**config.mk**
```make
export PLATFORM = sky130hd
export DESIGN_NAME = zest_spi_seq
export DESIGN_NICKNAME = d
export VERILOG_FILES = /design/src/rtl/zest_spi_pkg.sv /design/src/rtl/zest_spi_tick.sv /design/src/rtl/zest_spi_seq.sv
export SDC_FILE = /design/constraint.sdc
export NUM_CORES = 1
export LEC_CHECK = 0
export BUFFER_PORTS_ARGS = -buffer_cell sky130_fd_sc_hd__buf_4
export CORE_MARGIN = 2
export CORE_UTILIZATION = 45
export DETAILED_ROUTE_END_ITERATION = 10
export MAX_ROUTING_LAYER = met4
export PLACE_DENSITY = 0.77
export SYNTH_ARGS = -nofsm -noshare
export SYNTH_HDL_FRONTEND = slang
export SYNTH_SLANG_ARGS = --single-unit
```
**constraint.sdc**
```tcl
create_clock -name clk -period 3.2 [get_ports clk]
set_input_delay 0.48 -clock clk [delete_from_list [all_inputs] [get_ports clk]]
set_output_delay 0.48 -clock clk [all_outputs]
set_load 0.01 [all_outputs]
```
**src/rtl/zest_spi_pkg.sv**
```systemverilog
// zest_spi_pkg
// Shared definitions for the P2 serial-bus sequencer: target encodings,
// frame and instruction lengths, the sequencer state enum and the helpers
// that turn a request into a left-aligned serial frame.
package zest_spi_pkg;

  // Target encodings on the 'target' request input
  localparam logic [1:0] TGT_U1 = 2'd0;  // LMK01801 clock distributor (uWire)
  localparam logic [1:0] TGT_U2 = 2'd1;  // AD9653 ADC
  localparam logic [1:0] TGT_U3 = 2'd2;  // AD9653 ADC
  localparam logic [1:0] TGT_U4 = 2'd3;  // AD9781 DAC

  // Frame lengths in bits
  localparam logic [5:0] FRAME_LEN_U1  = 6'd32;
  localparam logic [5:0] FRAME_LEN_ADC = 6'd24;
  localparam logic [5:0] FRAME_LEN_DAC = 6'd16;

  // Instruction lengths (R/W bit + width bits + address) before read data
  localparam logic [5:0] INSTR_LEN_ADC = 6'd16;
  localparam logic [5:0] INSTR_LEN_DAC = 6'd8;

  typedef enum logic [2:0] {
    ST_IDLE  = 3'd0,
    ST_SETUP = 3'd1,
    ST_SHIFT = 3'd2,
    ST_HOLD  = 3'd3,
    ST_LATCH = 3'd4,
    ST_DONE  = 3'd5
  } state_t;

  // Frame placed MSB-aligned in 32 bits so the shifter always sends bit 31.
  // rd is the effective read flag (already forced low for U1).
  function automatic logic [31:0] build_frame(input logic [1:0]  tgt,
                                              input logic        rd,
                                              input logic [12:0] addr,
                                              input logic [27:0] wdata);
    logic [31:0] f;
    case (tgt)
      TGT_U1:         f = {wdata, addr[3:0]};
      TGT_U2, TGT_U3: f = {rd, 2'b00, addr, wdata[7:0], 8'h00};
      TGT_U4:         f = {rd, 2'b00, addr[4:0], wdata[7:0], 16'h0000};
      default:        f = 32'h0000_0000;
    endcase
    return f;
  endfunction

  function automatic logic [5:0] frame_len(input logic [1:0] tgt);
    logic [5:0] n;
    case (tgt)
      TGT_U1:  n = FRAME_LEN_U1;
      TGT_U4:  n = FRAME_LEN_DAC;
      default: n = FRAME_LEN_ADC;
    endcase
    return n;
  endfunction

  function automatic logic [5:0] instr_len(input logic [1:0] tgt);
    logic [5:0] n;
    case (tgt)
      TGT_U4:  n = INSTR_LEN_DAC;
      default: n = INSTR_LEN_ADC;
    endcase
    return n;
  endfunction

endpackage

```
**src/rtl/zest_spi_tick.sv**
```systemverilog
// zest_spi_tick
// Half-period timer for the serial sequencer: a CLK_DIV down-counter that
// pulses 'tick' every CLK_DIV cycles and restarts its count whenever the
// sequencer changes state, so every state begins with a full half-period.
// Ports:
//   clk, rst_n  clock and asynchronous active-low reset
//   restart     reload the count this cycle (state entry)
//   tick        high in the last cycle of each CLK_DIV-cycle period
module zest_spi_tick #(
  parameter int unsigned CLK_DIV = 4
) (
  input  logic clk,
  input  logic rst_n,
  input  logic restart,
  output logic tick
);

  localparam logic [7:0] RELOAD = 8'(CLK_DIV - 1);

  logic [7:0] cnt_r;

  // Down-counter, reloaded on state entry or when it reaches zero
  always_ff @(posedge clk or negedge rst_n) begin
    if (!rst_n) begin
      cnt_r <= RELOAD;
    end else if (restart || (cnt_r == 8'd0)) begin
      cnt_r <= RELOAD;
    end else begin
      cnt_r <= cnt_r - 8'd1;
    end
  end

  assign tick = (cnt_r == 8'd0);

endmodule

```
**src/rtl/zest_spi_seq.sv**
```systemverilog
// zest_spi_seq
// Serial sequencer for the shared P2 bus: U1 (LMK01801, uWire with LE),
// U2/U3 (AD9653) and U4 (AD9781) on one SCLK / SDIO pair. A start in IDLE
// captures the request, then the frame is shifted out MSB first with
// 3-wire read turnaround for the ADC/DAC targets.
// Ports:
//   clk, rst_n       clock and asynchronous active-low reset
//   start            request strobe, only honoured in IDLE
//   target, read     device select (0..3) and read request
//   addr, wdata      register address and write data
//   busy, done       transaction in progress / one-cycle completion pulse
//   rdata            last read result
//   sclk, sdo, sdi   serial clock, data out, data in
//   sdio_as_i        1 while the device owns SDIO
//   csb              per-target active-low chip selects (bit 0 unused)
//   le               U1 latch enable
module zest_spi_seq
  import zest_spi_pkg::*;
#(
  parameter int unsigned CLK_DIV = 4
) (
  input  logic        clk,
  input  logic        rst_n,
  input  logic        start,
  input  logic [1:0]  target,
  input  logic        read,
  input  logic [12:0] addr,
  input  logic [27:0] wdata,
  output logic        busy,
  output logic        done,
  output logic [7:0]  rdata,
  output logic        sclk,
  output logic        sdo,
  input  logic        sdi,
  output logic        sdio_as_i,
  output logic [3:0]  csb,
  output logic        le
);

  state_t      state_r, state_next_s;
  logic        tick_s, restart_s, accept_s;
  logic        rise_s, fall_s, last_half_s, turn_s;
  logic        rd_new_s;
  logic [31:0] frame_new_s;
  logic [1:0]  sel_tgt_s;

  logic [1:0]  tgt_r;
  logic        rd_r;
  logic [5:0]  nbits_r, ilen_r;
  logic [31:0] frame_r;
  logic [6:0]  half_r;   // half-periods completed in SHIFT
  logic [7:0]  rx_r;

  logic        busy_r, done_r, sclk_r, sdo_r, sdio_r, le_r;
  logic [7:0]  rdata_r;
  logic [3:0]  csb_r;
  logic        busy_s, done_s, sclk_s, sdo_s, sdio_s, le_s;
  logic [7:0]  rdata_s;
  logic [3:0]  csb_s;

  zest_spi_tick #(.CLK_DIV(CLK_DIV)) u_tick (
    .clk     (clk),
    .rst_n   (rst_n),
    .restart (restart_s),
    .tick    (tick_s)
  );

  assign accept_s    = (state_r == ST_IDLE) && start;
  assign restart_s   = (state_next_s != state_r);
  // U1 has no read path, so a read request to it is sent as a write.
  assign rd_new_s    = read && (target != TGT_U1);
  assign frame_new_s = build_frame(target, rd_new_s, addr, wdata);
  // Chip select must assert in the accept cycle, before tgt_r is loaded.
  assign sel_tgt_s   = (state_r == ST_IDLE) ? target : tgt_r;

  // SHIFT starts with sclk low: even half-periods end in a rise, odd in a fall.
  assign rise_s      = (state_r == ST_SHIFT) && tick_s && !half_r[0];
  assign fall_s      = (state_r == ST_SHIFT) && tick_s &&  half_r[0];
  assign last_half_s = (half_r == ({nbits_r, 1'b0} - 7'd1));
  // Fall that completes the last instruction bit of a read.
  assign turn_s      = fall_s && rd_r && (half_r == ({ilen_r, 1'b0} - 7'd1));

  // State register
  always_ff @(posedge clk or negedge rst_n) begin
    if (!rst_n) begin
      state_r <= ST_IDLE;
    end else begin
      state_r <= state_next_s;
    end
  end

  // Next-state decode
  always_comb begin
    state_next_s = state_r;
    case (state_r)
      ST_IDLE: begin
        if (start) state_next_s = ST_SETUP;
        else       state_next_s = ST_IDLE;
      end
      ST_SETUP: begin
        if (tick_s) state_next_s = ST_SHIFT;
        else        state_next_s = ST_SETUP;
      end
      ST_SHIFT: begin
        if (fall_s && last_half_s) state_next_s = ST_HOLD;
        else                       state_next_s = ST_SHIFT;
      end
      ST_HOLD: begin
        if (tick_s) begin
          if (tgt_r == TGT_U1) state_next_s = ST_LATCH;
          else                 state_next_s = ST_DONE;
        end else begin
          state_next_s = ST_HOLD;
        end
      end
      ST_LATCH: begin
        if (tick_s) state_next_s = ST_DONE;
        else        state_next_s = ST_LATCH;
      end
      ST_DONE:  state_next_s = ST_IDLE;
      default:  state_next_s = ST_IDLE;
    endcase
  end

  // Output decode: next values for the registered bus outputs
  always_comb begin
    busy_s = (state_next_s != ST_IDLE);
    done_s = (state_next_s == ST_DONE);
    le_s   = (state_next_s == ST_LATCH);

    csb_s = 4'b1111;
    if (((state_next_s == ST_SETUP) || (state_next_s == ST_SHIFT) ||
         (state_next_s == ST_HOLD)) && (sel_tgt_s != TGT_U1)) begin
      csb_s[sel_tgt_s] = 1'b0;
    end else begin
      csb_s = 4'b1111;
    end

    if (state_next_s != ST_SHIFT) sclk_s = 1'b0;
    else if (rise_s)              sclk_s = 1'b1;
    else if (fall_s)              sclk_s = 1'b0;
    else                          sclk_s = sclk_r;

    // Once SDIO is handed to the device the FPGA side drives zeros.
    if (accept_s) begin
      sdo_s = frame_new_s[31];
    end else if ((state_next_s == ST_SETUP) || (state_next_s == ST_SHIFT)) begin
      if (fall_s) sdo_s = (sdio_r || turn_s) ? 1'b0 : frame_r[30];
      else        sdo_s = sdo_r;
    end else begin
      sdo_s = 1'b0;
    end

    if (state_next_s == ST_IDLE) sdio_s = 1'b0;
    else if (turn_s)             sdio_s = 1'b1;
    else                         sdio_s = sdio_r;

    if ((state_next_s == ST_DONE) && rd_r) rdata_s = rx_r;
    else                                   rdata_s = rdata_r;
  end

  // Output registers
  always_ff @(posedge clk or negedge rst_n) begin
    if (!rst_n) begin
      busy_r  <= 1'b0;
      done_r  <= 1'b0;
      le_r    <= 1'b0;
      csb_r   <= 4'b1111;
      sclk_r  <= 1'b0;
      sdo_r   <= 1'b0;
      sdio_r  <= 1'b0;
      rdata_r <= 8'h00;
    end else begin
      busy_r  <= busy_s;
      done_r  <= done_s;
      le_r    <= le_s;
      csb_r   <= csb_s;
      sclk_r  <= sclk_s;
      sdo_r   <= sdo_s;
      sdio_r  <= sdio_s;
      rdata_r <= rdata_s;
    end
  end

  // Request capture, transmit shifter, half-period count and receive shifter
  always_ff @(posedge clk or negedge rst_n) begin
    if (!rst_n) begin
      tgt_r   <= 2'd0;
      rd_r    <= 1'b0;
      nbits_r <= 6'd0;
      ilen_r  <= 6'd0;
      frame_r <= 32'h0000_0000;
      half_r  <= 7'd0;
      rx_r    <= 8'h00;
    end else if (accept_s) begin
      tgt_r   <= target;
      rd_r    <= rd_new_s;
      nbits_r <= frame_len(target);
      ilen_r  <= instr_len(target);
      frame_r <= frame_new_s;
      half_r  <= 7'd0;
    end else if ((state_r == ST_SHIFT) && tick_s) begin
      half_r <= half_r + 7'd1;
      if (fall_s) frame_r <= {frame_r[30:0], 1'b0};
      else        frame_r <= frame_r;
      if (rise_s) rx_r <= {rx_r[6:0], sdi};
      else        rx_r <= rx_r;
    end else begin
      half_r  <= half_r;
      frame_r <= frame_r;
      rx_r    <= rx_r;
    end
  end

  assign busy      = busy_r;
  assign done      = done_r;
  assign rdata     = rdata_r;
  assign sclk      = sclk_r;
  assign sdo       = sdo_r;
  assign sdio_as_i = sdio_r;
  assign csb       = csb_r;
  assign le        = le_r;

endmodule

```
Word level (Yosys, flattened, before mapping)
Index checks and enable logic that the tools add are counted.
Storage, ports and cells
  register bits after elaboration: 90
  bits of input ports: 48
  output and inout bits: 18
  logic and storage cells: 102
Cells by class
  $add $sub $neg: 4
  order comparisons: 2
  equal/unequal tests: 17
  muxes and demuxes: 29
  bitwise gates (word level): 2
  reductions and logical operators: 31
Operators with widths (count)
  case mux 32 bit (3 select lines): 1
  2-to-1 mux 31 bit: 3
  case mux 3 bit (5 select lines): 1
  equality test 7 bit: 2
  2-to-1 mux 1 bit: 14
  2-to-1 mux 7 bit: 2
  subtractor 7 x 1 -> 7 bit, second input constant: 2
  equality test 3 x 2 -> 1 bit, second input constant: 4
  case mux 6 bit (2 select lines): 1
  logical AND 1 bit: 11
  nonzero test 2 bit: 5
  equality test 3 bit, second input constant: 3
  zero test 8 bit: 1
  2-to-1 mux 8 bit: 1
  subtractor 8 x 1 -> 8 bit, second input constant: 1
  adder 7 x 1 -> 7 bit, second input constant: 1
  equality test 3 x 1 -> 1 bit, second input constant: 2
  zero test 3 bit: 2
  nonzero test 3 bit: 2
  2-to-1 mux 5 bit: 1
  equality test 2 bit, second input constant: 2
  zero test 2 bit: 2
  logical OR 1 bit: 4
  2-to-1 mux 2 bit: 2
  other kinds (15): 15

Logic depth before layout (Yosys ltp)
  depth in word-level cells: 11
  gate-level depth with buffers: 8
  gate-level depth less buffers: 7

Cells and area by module
Synthesis repeated with hierarchy kept, for this count alone.
Second synthesis, totals
  cell total of the unflattened synthesis: 441
  area, all modules: 4200.3 µm²
Modules (own cells, without submodules)
  zest_spi_seq: instances 1, cells each 400, area each 3778.6 µm², sequential area each 1881.8 µm²
  zest_spi_tick: instances 1, cells each 41, area each 421.7 µm², sequential area each 202.7 µm²

Least setup slack after synthesis
Ideal clock, no wire load.
  kind: reg-to-reg
  start: register u_tick.cnt_r[0]
  end: register frame_r[20]
  library setup time: 137 ps
  arrival time: 1946 ps
  slack: 1117 ps
  stages on the path, launching flop included: 8
  buffers on the path: 1
  period minus slack after synthesis: 2083 ps
  cell sequence: dfstp_2 inv_1 ha_1 nor4b_4 nand4_1 clkbuf_1 mux2i_1 a21oi_1
On the way
  word-level cells in the longest chain between the ends: 5
  elaborated cells on any way between the ends: 6
  those cells by class: reduce/logical (6)
RTL lines
  start: declaration: RTL line zest_spi_tick.sv:20  | logic [7:0] cnt_r;
  start signal: assignment: RTL line zest_spi_tick.sv:29  | cnt_r <= cnt_r - 8'd1;
  zero test 8 bit *: RTL line zest_spi_tick.sv:33  | assign tick = (cnt_r == 8'd0);
  logical AND 1 bit *: RTL line zest_spi_seq.sv:78, zest_spi_seq.sv:202
  logical AND 1 bit: RTL line zest_spi_seq.sv:78  | assign fall_s = (state_r == ST_SHIFT) && tick_s && half_r[0];
  nonzero test 2 bit (no source line)
  AND reduction 2 bit (no source line) *
  end signal: assignment: RTL line zest_spi_seq.sv:200  | frame_r <= frame_new_s;
  end signal: assignment: RTL line zest_spi_seq.sv:204  | if (fall_s) frame_r <= {frame_r[30:0], 1'b0};
  end signal: assignment: RTL line zest_spi_seq.sv:205  | else frame_r <= frame_r;
  end: declaration: RTL line zest_spi_seq.sv:50  | logic [31:0] frame_r;
Mark *: on every way between the ends. The rest lies on a longest branch, timed or not.
A chain may end at the register's enable or synchronous reset.

Worst setup path after layout
  start: register u_tick.cnt_r[0]
  end: register u_tick.cnt_r[5]
On the way
  word-level cells in the longest chain between the ends: 9
  elaborated cells on any way between the ends: 13
  those cells by class: add/sub (1); eq/ne (1); mux (6); reduce/logical (5)
RTL lines
  zero test 8 bit: RTL line zest_spi_tick.sv:26, zest_spi_tick.sv:33
  logical AND 1 bit (2 in a row): RTL line zest_spi_seq.sv:78
  logical AND 1 bit: RTL line zest_spi_seq.sv:105  | if (fall_s && last_half_s) state_next_s = ST_HOLD;
  2-to-1 mux 1 bit: RTL line zest_spi_seq.sv:105
  case mux 3 bit (5 select lines): RTL line zest_spi_seq.sv:95  | case (state_r)
  != test 3 bit: RTL line zest_spi_seq.sv:69  | assign restart_s = (state_next_s != state_r);
  logical OR 1 bit: RTL line zest_spi_tick.sv:26  | end else if (restart || (cnt_r == 8'd0)) begin
  2-to-1 mux 8 bit *: RTL line zest_spi_tick.sv:26
Marked as above.

==> Implementation_results.wiki <==
{| class="wikitable"
! Metric !! Value
|-
| Status || finished clean
|-
| FF+latch area || 2080 um2
|-
| Leading register cell type out of synthesis || sky130_fd_sc_hd__dfrtp_1
|-
| Initial standard-cell utilization of the core || 45.7%
|-
| Wirelength per Cell || 15.8 um
|-
| Post-DR vias/cell || 5.65
|-
| Count of hold buffers inserted by post-cts repair || 0
|-
| Cell area after placement || 4740 um2
|-
| X dimension of the die || 100 um
|-
| Placer Congestion || 0.819
|-
| Critical path startpoint category || flip-flop
|-
| Async set-reset flop share out of synthesis || 100%
|-
| Top cells by area, synth || sky130_fd_sc_hd__dfrtp_1 (46%), sky130_fd_sc_hd__mux2i_1 (7.9%), sky130_fd_sc_hd__mux2_1 (4.3%)
|-
| Number of top-level pins || 66
|-
| Post-cts repair resize count || 0
|-
| Design Area, Final || 4920 um2
|-
| Post-Synthesis Net Count || 457
|-
| Type of element capturing the critical path || flip-flop
|-
| TritonCTS buffer count || 9
|-
| Relative slew slack || 32.3%
|-
| Number of enable-type register cells in the synthesized netlist || 0
|-
| Minimum period implied by the final worst setup slack || 2310 ps
|-
| Ant. Diodes || 0
|-
| Post-CTS setup repair buffer count || 0
|-
| Area occupied by multi-input gates || 1950 um2
|-
| Number of max-cap violations || 0
|-
| Worst setup skew after layout || 14.0 ps
|-
| Routed wire length || 9050 um
|-
| Clock transition time at the flip-flop clock pins of the worst setup and hold paths || 90 ps
|-
| Startpoint of the lowest-slack register-to-register path || u_tick.cnt_r[0]
|-
| Power density cells || 382 nW/um2
|-
| FF+latch count, synth || 83
|-
| Core Area || 9150 um2
|-
| Distinct cell type count after synthesis || 48
|-
| Number of nets with antenna violations after routing || 0
|-
| Fmax || 434 MHz
|-
| Filler instances || 823
|-
| Critical path, cell by cell || inv_1, ha_1, nor4b_4, nand4_1, nor3_1, or3_1, a21oi_1
|-
| Netlist area before placement || 4190 um2
|-
| Synthesis warning total || 0
|-
| Sinks on Clock Net || 83
|-
| Arr. time, crit path || 2520 ps
|-
| Total via count after detailed routing || 3,244
|-
| Transition time at the pin with the least slew margin || 1020 ps
|-
| # port buffers || 65
|-
| Detailed Place HPWL || 6270 um
|-
| Total congestion overflow after global routing || 0
|-
| Clock root buffer || sky130_fd_sc_hd__clkbuf_8
|-
| Part of the Yosys area used for sequential elements || 49.8%
|-
| Die boundary height || 100 um
|-
| Length of the first detailed-routing pass in iterations || 5
|-
| Number of hold violations in the final report || 0
|-
| Post-route DRC violation count || 0
|-
| Cells after DPL || 558
|-
| Top cell type by total area after synthesis || sky130_fd_sc_hd__dfrtp_1
|-
| Die Area || 10,100 um2
|-
| Crit Path Category || reg -> reg
|-
| CP max-delay cell || sky130_fd_sc_hd__nor3_1
|-
| Count of routing violations after the opening detailed-route iteration || 160
|-
| Number of non-filler instances in the completed layout || 574
|-
| Count of nets after finishing || 513
|-
| Portion of synthesized cell area occupied by the leading cell type || 46.0%
|-
| TritonCTS clock tree || yes
|-
| Top cells by instance count after synthesis || sky130_fd_sc_hd__dfrtp_1 (77), sky130_fd_sc_hd__mux2i_1 (33), sky130_fd_sc_hd__a21oi_1 (32), sky130_fd_sc_hd__nand2_1 (31), sky130_fd_sc_hd__nor2_1 (25)
|-
| First-pass GRT wire length || 15,000 um
|-
| Setup repair after global routing missed its margin || no
|-
| Number of antenna violations at the first check in global routing || 0
|-
| Delay of the slowest critical-path stage || 410 ps
|-
| GRT Resource Usage Total || 19.3%
|-
| Critical-path maximum fanout || 8
|-
| Syn_area_per_cell || 10.4 um2
|-
| Worst-case clock buffer depth || 2
|-
| Via count of the first global-routing pass || 3,077
|-
| Part of the cycle the worst path needs || 72.1%
|-
| Cells after Synth || 402
|-
| Kind of path behind the tightest hold check || in -> async
|-
| H-tree depth || 3
|-
| Final-layout setup total negative slack || 0 ps
|-
| Peak ir drop on the vdd network || 0.267 mV
|-
| Worst setup path start || u_tick.cnt_r[0]
|-
| Number of max-slew violations in the final report || 0
|-
| Setup Viol. Count Final || 0
|-
| Latest clock arrival within the worst-skew pair || 360 ps
|-
| Area grow syn2layout || 17.5%
|-
| Critical path data required time || 3420 ps
|-
| # rows || 35
|-
| Fraction of final layout cells with drive strength greater than 1 || 21.6%
|-
| Sum of internal, switching and leakage power || 1.88 mW
|-
| Maximum number of pins on one net before global-route repair || 84
|-
| Cell leakage power || 2.39 nW
|-
| Cell with the most instances after synthesis || sky130_fd_sc_hd__dfrtp_1
|}
-- path summary, 6_finish.rpt --
kind                                    to  slack [ps]  cells after the start
setup / recovery           u_tick.cnt_r[5]         890                      7
hold / removal                    rdata[4]         270                      1
setup reg to reg           u_tick.cnt_r[5]         890                      7
hold reg to reg                    rx_r[7]         490                      1
max in group asynchronous        sdio_as_i        2260                      1
min in group clk                   rx_r[0]         340                      2
-- through the flow --
stage	utilization [%]	hold slack (ps)	setup WS [ps]
2_1_floorplan	-	184	1120
3_3_place_gp	51.8	464	1010
3_5_place_dp	51.8	481	930
4_1_cts	53.7	327	924
5_1_grt	53.7	348	745
6_report	53.7	270	894
-- report_power, final --
group	leakage [nW]	switching (mW)	internal, mW
logic	1.35	0.0689	0.0548
registers	0.966	0.00224	1.05
clock network	0.0799	0.411	0.290
-- registers in the layout, summed over array words and instances, names as in the netlist, 2 cells and up --
register and count:
tgt_r 2, frame_r 31, rx_r 8, csb 4, state_r 3, u_tick.cnt_r 8
ilen_r 2, half_r 7, rdata 8, nbits_r 3
-- cell type report --
type / instances / share of cell area (%)
Sequential cell: 83 / 42.4
Multi-Input combinational cell: 281 / 39.6
Tap cell: 111 / 2.82
Clock buffer: 10 / 2.59
Inverter: 14 / 1.07
Clock inverter: 6 / 0.992
Timing Repair Buffer: 69 / 10.5
-- routing by layer --
| layer | vias to the layer above | track usage, % | part of all wire (%) |
|---|---|---|---|
| li1 | 1557 | - | - |
| met1 | 1602 | 27.6 | 47 |
| met2 | 73 | 28.0 | 48 |
| met3 | 12 | 3.69 | 3.6 |
| met4 | 0 | 5.80 | 1.2 |
| met5 | - | - | 0 |
-- logic make-up (layout without fill, tap and decap cells) --
kind of cell    after synthesis  after routing  synth area share [%]
compound gates               99             99                  15.2
simple gates                108            108                  13.0
xor+xnor                     17             17                  3.89
buf+inv                      38             99                  3.65
flops                        83             83                  49.8
fa+ha+maj                     7              7                  2.09
other cells                   1              1                0.0896
mux                          49             49                  12.2
-- cells in the final DEF, fill, tap and decap left out, types with 4 or more instances in the layout --
cell / count
sky130_fd_sc_hd__mux2_1: 16
sky130_fd_sc_hd__a221oi_1: 8
sky130_fd_sc_hd__nand3_1: 16
sky130_fd_sc_hd__nand2_1: 31
sky130_fd_sc_hd__xnor2_1: 4
sky130_fd_sc_hd__mux2i_1: 33
sky130_fd_sc_hd__buf_4: 69
sky130_fd_sc_hd__o21ai_0: 5
sky130_fd_sc_hd__ha_1: 7
sky130_fd_sc_hd__nor3_1: 6
sky130_fd_sc_hd__nor2b_1: 4
sky130_fd_sc_hd__clkbuf_8: 9
sky130_fd_sc_hd__a22oi_1: 13
sky130_fd_sc_hd__xor2_1: 12
sky130_fd_sc_hd__dfstp_2: 6
sky130_fd_sc_hd__or3_1: 5
sky130_fd_sc_hd__nand4_1: 7
sky130_fd_sc_hd__inv_1: 13
sky130_fd_sc_hd__o21ai_1: 15
sky130_fd_sc_hd__a21oi_1: 32
sky130_fd_sc_hd__nor2_1: 25
sky130_fd_sc_hd__a211oi_1: 13
sky130_fd_sc_hd__dfrtp_1: 77
-- worst max-delay path, delay by kind of cell (launching register included) --
kind                     cells  cell delay [ps]
AO/OA/AOI/OAI                1              130
adder cells (fa/ha/maj)      1              230
buffers and inverters        1               50
AND/OR/NAND/NOR              4             1350
flip-flops                   1              400
No activity file was read; power rests on OpenSTA's default activity.
